### src/rtl/trsq8_intc.sv
// Interrupt controller for the TRSQ8 core: synchronised edge-detected sources,
// mask and fixed priority, ack/eoi service tracking and a 4-register I/O port.
module trsq8_intc #(
    parameter int N_SRC = 4
) (
    input  logic             clk,
    input  logic             reset,
    input  logic [N_SRC-1:0] src,
    output logic             irq,
    input  logic             ack,
    input  logic             eoi,
    input  logic             wr_en,
    input  logic [1:0]       addr,
    input  logic [7:0]       wdata,
    output logic [7:0]       rdata
);

    // Bits at or above N_SRC are held at zero so they read 0 and ignore writes.
    localparam logic [7:0] VALID = 8'((9'd1 << N_SRC) - 9'd1);

    typedef enum logic [1:0] {IDLE, REQ, SERVICE} state_t;

    state_t     state;
    logic [7:0] src_ext;
    logic [7:0] s1, s2, s3;
    logic [7:0] rise;
    logic [7:0] pend;
    logic [7:0] mask;
    logic [7:0] active;
    logic [7:0] set_bits;
    logic [7:0] clr_bits;
    logic [2:0] vec;
    logic       insvc;
    logic       take_ack;

    function automatic logic [2:0] prio(input logic [7:0] a);
        prio = 3'd0;
        for (int i = 7; i >= 0; i--) begin
            if (a[i]) prio = 3'(i);
        end
    endfunction

    assign src_ext  = 8'(src);
    assign rise     = s2 & ~s3;
    assign active   = pend & mask;
    assign take_ack = (state == REQ) && ack && (active != 8'h00);
    assign set_bits = rise | ((wr_en && addr == 2'd3) ? wdata : 8'h00);
    assign clr_bits = ((wr_en && addr == 2'd1) ? wdata : 8'h00)
                    | (take_ack ? (8'h01 << vec) : 8'h00);

    always_ff @(posedge clk or posedge reset) begin
        if (reset) begin
            s1 <= 8'h00;
            s2 <= 8'h00;
            s3 <= 8'h00;
        end else begin
            s1 <= src_ext;
            s2 <= s1;
            s3 <= s2;
        end
    end

    // Set wins over clear so an edge coinciding with W1C or ack is never lost.
    always_ff @(posedge clk or posedge reset) begin
        if (reset) begin
            pend <= 8'h00;
            mask <= 8'h00;
        end else begin
            pend <= ((pend & ~clr_bits) | set_bits) & VALID;
            if (wr_en && addr == 2'd0) mask <= wdata & VALID;
        end
    end

    always_ff @(posedge clk or posedge reset) begin
        if (reset) begin
            state <= IDLE;
            irq   <= 1'b0;
            vec   <= 3'd0;
            insvc <= 1'b0;
        end else begin
            case (state)
                IDLE: begin
                    if (active != 8'h00) begin
                        state <= REQ;
                        irq   <= 1'b1;
                        vec   <= prio(active);
                    end
                end
                REQ: begin
                    if (active == 8'h00) begin
                        state <= IDLE;
                        irq   <= 1'b0;
                    end else if (ack) begin
                        state <= SERVICE;
                        irq   <= 1'b0;
                        insvc <= 1'b1;
                    end else begin
                        vec <= prio(active);
                    end
                end
                SERVICE: begin
                    if (eoi) begin
                        state <= IDLE;
                        insvc <= 1'b0;
                    end
                end
                default: begin
                    state <= IDLE;
                    irq   <= 1'b0;
                end
            endcase
        end
    end

    always_comb begin
        rdata = 8'h00;
        case (addr)
            2'd0: rdata = mask;
            2'd1: rdata = pend;
            2'd2: rdata = {insvc, 4'b0000, vec};
            default: rdata = 8'h00;
        endcase
    end

endmodule

### config.mk
export PLATFORM = sky130hd
export DESIGN_NAME = trsq8_intc
export DESIGN_NICKNAME = d
export VERILOG_FILES = /design/src/rtl/trsq8_intc.sv
export SDC_FILE = /design/constraint.sdc
export NUM_CORES = 1
export LEC_CHECK = 0
export ABC_AREA = 0
export BUFFER_PORTS_ARGS = -buffer_cell sky130_fd_sc_hd__buf_2
export CAP_MARGIN = 20
export CELL_PAD_IN_SITES_DETAIL_PLACEMENT = 1
export CELL_PAD_IN_SITES_GLOBAL_PLACEMENT = 2
export CORE_MARGIN = 2
export CORE_UTILIZATION = 29
export DETAILED_ROUTE_END_ITERATION = 12
export GPL_TIMING_DRIVEN = 0
export PLACE_DENSITY_LB_ADDON = 0.1
export SETUP_SLACK_MARGIN = 0.2
export SYNTH_ARGS = -nofsm -noshare
export SYNTH_HDL_FRONTEND = slang
export SYNTH_SLANG_ARGS = --single-unit
### constraint.sdc
create_clock -name clk -period 1.3 [get_ports clk]
set_clock_uncertainty 0.2 [all_clocks]
set_input_delay 0.13 -clock clk [delete_from_list [all_inputs] [get_ports clk]]
set_output_delay 0.13 -clock clk [all_outputs]
set_load 0.02 [all_outputs]
# ---- After elaboration in Yosys (flattened, before gate mapping)
# Index checks and enable logic that the tools add are counted.
dict set report totals {
  reg_bits 27
  in_bits 19
  elab_cells 74
}
dict set report op_classes {
  eq_ne 11
  shifts 1
  n_mux 29
  n_bitwise 9
  n_reduce_logical 15
}
# cell n
set ops {}
lappend ops {{$mux W3} 11}
lappend ops {{$pmux W8 S3} 1}
lappend ops {{$and A4 B4 Y4} 3}
lappend ops {{$mux W4} 3}
lappend ops {{$or A4 B4 Y4} 3}
lappend ops {{$ne A2 B2 Y1 const B} 5}
lappend ops {{$logic_not A8 Y1} 1}
lappend ops {{$mux W2} 4}
lappend ops {{$not A4 Y4} 2}
lappend ops {{$reduce_and A4 Y1} 2}
lappend ops {{$reduce_bool A8 Y1} 1}
lappend ops {{$eq A2 B2 Y1 const B} 3}
lappend ops {{$mux W1} 6}
lappend ops {{$pmux W2 S3} 1}
lappend ops {{$pmux W3 S2} 1}
lappend ops {{$reduce_and A3 Y1} 2}
lappend ops {{$logic_and A1 B1 Y1} 5}
lappend ops {{$eq A2 B1 Y1 const B} 2}
lappend ops {{$logic_not A2 Y1} 2}
lappend ops {{$reduce_bool A2 Y1} 2}
lappend ops {{$shl A1 B3 Y4 const A} 1}
lappend ops {{$ne A3 B2 Y1 const B} 1}
lappend ops {{$pmux W1 S3} 1}
lappend ops {{$pmux W1 S2} 1}
lappend ops {{$not A1 Y1} 1}

# ---- Logic depth before layout (Yosys ltp)
dict set report depth {
  ltp_word 11
  depth_mapped 5
  depth_no_buf 4
}

# ---- Least setup slack after synthesis
# No wires, ideal clock.
dict set report synth_timing {
  path_kind {register to register}
  from {register mask[0]}
  to {register pend[2]}
  setup_time_ns 0.124
  t_arrival_ns 1.070
  path_slack_ns -0.094
  stages_incl_launch_ff 5
  period_less_slack_ns 1.394
  path_cell_list {dfrtp_1 -> a22oi_2 -> a211o_4 -> nor3b_2 -> o21ai_1}
}
dict set report synth_via {
  elab_chain_len 8
}
# item line_no
set synth_lines {}
lappend synth_lines {{start: declaration} 28} ;# logic [7:0] mask;
lappend synth_lines {{start signal: assignment} 70} ;# if (wr_en && addr == 2'd0) mask <= wdata & VALID;
lappend synth_lines {{$and A4 B4 Y4} 45} ;# assign active = pend & mask;
lappend synth_lines {{$reduce_bool A8 Y1} 46} ;# assign take_ack = (state == REQ) && ack && (active != 8'h00);
lappend synth_lines {{$logic_and A1 B1 Y1} 46}
lappend synth_lines {{$mux W4} 49} ;# | (take_ack ? (8'h01 << vec) : 8'h00);
lappend synth_lines {{$or A4 B4 Y4} 49}
lappend synth_lines {{$not A4 Y4} 69} ;# pend <= ((pend & ~clr_bits) | set_bits) & VALID;
lappend synth_lines {{$and A4 B4 Y4} 69}
lappend synth_lines {{$or A4 B4 Y4} 69}
lappend synth_lines {{end signal: assignment} 69}
lappend synth_lines {{end: declaration} 27} ;# logic [7:0] pend;
# No other way between the ends.
# A chain may end at the register's enable or synchronous reset.

# ---- Worst setup path after layout
# Same ends and word-level chain as after synthesis.

==> metrics.cfg <==
[critical_path]
crit_required_ps=1260
worstSetupPathType=register to register
path_depth=4
worst_setup_path_start_kind=register
critical_path.max_stage_delay_ps=420
crit_slowest_cell=dfrtp_1
critPathTopFamily=compound AO/OA/AOI/OAI gates
endpoint_kind=register
rr_worst_depth=4
worstPathMaxFanout=6
critPathBufInv=0
crit_chain=a22oi_2 > a211o_4 > nor3b_2 > o21ai_1
cp.arrival_ps=1490

[logic_synthesis]
postSynthAreaPerCell_um2=11.85
syn_area_um2=1126
ys_types=29
synth_seq_cells=26
yosysWarnings=0
ys_seq_area_share_pct=57.78
synth_cells=95

[detailed_routing]
drt_pre_antenna_iters=4
viasPerCell=4.596
drc=0
ant_nets=0
wl_per_cell_um=14.03
wl_um=2707
vias=887
first_iter_violations=20

[floorplan]
core-area_um2=3689
floorplan.initialDensity_pct=30.53
placementRows=22
die_w_um=66.32
ios=28
fp.dieH_um=66.32
dieArea_um2=4398

[timing]
whs_ps=-353.2
fin_ws_ps=-223.5
min_period_over_period_pct=117.2
setup_viol=14
hold_viol_final=27
max_freq_mhz=656.4
min_period_ps=1523
grt_setup_unrepaired=yes
timing_max_transition_violations_final=0

[place]
placed_area_um2=1341
gp_congestion=0.7333
place_inst=163
dp_hpwl_um=1700
place.port_buffers=18

[grt]
grt_max_degree=27
grt_pass1_vias=917
gr-usage-all-layers_pct=14.10
antenna_found_initial=0
overflow=0
grt_pass1_wl_um=4485

[final_layout]
area_growth_pct=51.89
layout-drive-gt1-share_pct=45.52
fin_cells=193
diodes=0
finalInstanceArea_um2=1710
fin_util_pct=46.37
fill_cells=408
final_nets=165

[clocking]
cts_buffers=3
clk_pin_slew_ps=90
cts.sinks=26
cts_tree=built
clockBufferDepth=2
cts_root_buf=clkbuf_8
cts_max_level=1
insertion_delay_ps=270

[power_and_ir_drop]
p_comb_share_pct=38.4
p_int_w=0.002027
leakagePower_nw=0.7905
p_sw_w=0.0009065
netSwitchingFraction_pct=30.90
power_frac_seq_pct=38.9
peakVddDrop_mv=0.6520
power_density_nw_per_um2=1715
p_clk_share_pct=22.7

[outcome]
outcome=finished, violations left
failed_checks=negative hold slack, negative setup slack

[hold_path]
hp-class=primary input to asynchronous set/reset pin

[job]
drv_cap=0

-- path summary, 6_finish.rpt --
kind	from	to	slack [ps]
max in group asynchronous	reset	pend[1]	810
hold reg to reg	s1[1]	s2[1]	150
setup / recovery	mask[0]	pend[2]	-220
hold / removal	reset	irq	-350
min in group clk	wdata[3]	pend[3]	-30
setup reg to reg	mask[0]	pend[2]	-220
-- cells in the final DEF (no fill, tap or decap), types with 2 or more instances in the layout --
cell type,instances
dfrtp_1,23
o21ai_1,4
buf_4,16
a22oi_2,2
a21oi_1,5
clkbuf_8,3
buf_6,7
nor2_1,3
dfrtp_2,3
o21ai_0,5
mux2i_1,3
inv_1,6
nand3b_1,2
nor3b_2,3
mux2_4,4
nor2b_1,4
conb_1,3
nand2b_1,2
nand2_1,2
buf_2,14
dlygate4sd3_1,10
-- power groups by stage --
stage / Combinational (W) / Sequential (W) / Clock, W
after floorplan: 0.000529 / 0.00114 / 0
after global placement: 0.000684 / 0.00118 / 0
after detailed placement: 0.000702 / 0.00118 / 0
after CTS: 0.000989 / 0.00113 / 0.000688
after global routing: 0.00123 / 0.00118 / 0.000719
final: 0.00113 / 0.00114 / 0.000667
-- stage by stage --
step | setup TNS [ps] | setup slack [ps] | power [W]
final | -2126 | -223.5 | 0.002934
after global routing | -2990 | -288.6 | 0.003122
after CTS | -2076 | -213.1 | 0.002808
after detailed placement | -1451 | -222.9 | 0.001885
after global placement | -1289 | -214.6 | 0.001865
after floorplan | -331.2 | -82.22 | 0.001672
-- flip-flops by register name (all words and copies together) (netlist names) --
register	cells
s2	4
mask	4
s3	4
vec	2
state	2
pend	4
s1	4
irq	1
insvc	1
-- logic make-up after synthesis --
family	synth area share (%)
flip-flops	57.78
multiplexers	8.555
AO/OA/AOI/OAI	16.00
AND/OR/NAND/NOR	12.11
buffers and inverters	5.223
other	0.3330
-- layout make-up --
class	instances	area, um^2	share of cell area [%]
inverters	7	26.28	1.536
clock inverters	1	30.03	1.756
well taps	48	60.06	3.511
plain buffers	5	53.80	3.146
clock buffers	3	41.29	2.414
flip-flops and latches	26	654.4	38.26
multi-input cells	59	481.7	28.16
repair buffers	44	362.8	21.21
-- Yosys cell counts --
library cell / number / area [um^2]
nor2b_1: 4 / 25.02
dfrtp_1: 26 / 650.6
o21ai_1: 3 / 15.01
o22ai_1: 1 / 6.260
a2bb2oi_1: 2 / 17.52
inv_1: 7 / 26.28
mux2i_1: 4 / 40.04
a32oi_1: 1 / 8.760
mux2_1: 1 / 11.26
mux2_2: 4 / 45.04
a211o_4: 1 / 17.52
o21ai_0: 7 / 35.03
nand2b_1: 2 / 12.51
conb_1: 1 / 3.750
a22oi_2: 2 / 25.02
and3_1: 1 / 6.260
buf_4: 3 / 22.52
o22a_1: 1 / 8.760
nor3b_1: 1 / 7.510
buf_2: 2 / 10.01
nand2_1: 3 / 11.26
nor3b_2: 3 / 37.54
a21o_1: 1 / 7.510
nand3_1: 1 / 5.000
nor3_1: 1 / 5.000
o2bb2ai_1: 1 / 8.760
nand3b_1: 2 / 15.01
a21oi_1: 6 / 30.03
nor2_1: 3 / 11.26
-- timing repair --
action / in CTS / in global routing
gates resized for setup: 12 / 7
pin swaps: 5 / 4
setup buffers: 9 / 6
hold endpoints to repair: 41 / 9
hold buffers: 9 / 1
endpoints found under the setup margin: 16 / 20
cloned: 0 / 0
-- routing by layer --
layer	global-route usage, %	up-vias	wire [um]
li1	-	424	-
met1	18.27	438	1276
met2	22.88	20	1292
met3	2.044	5	87
met4	6.888	0	51
met5	0	-	0
Power figures use the tool's default switching activity.
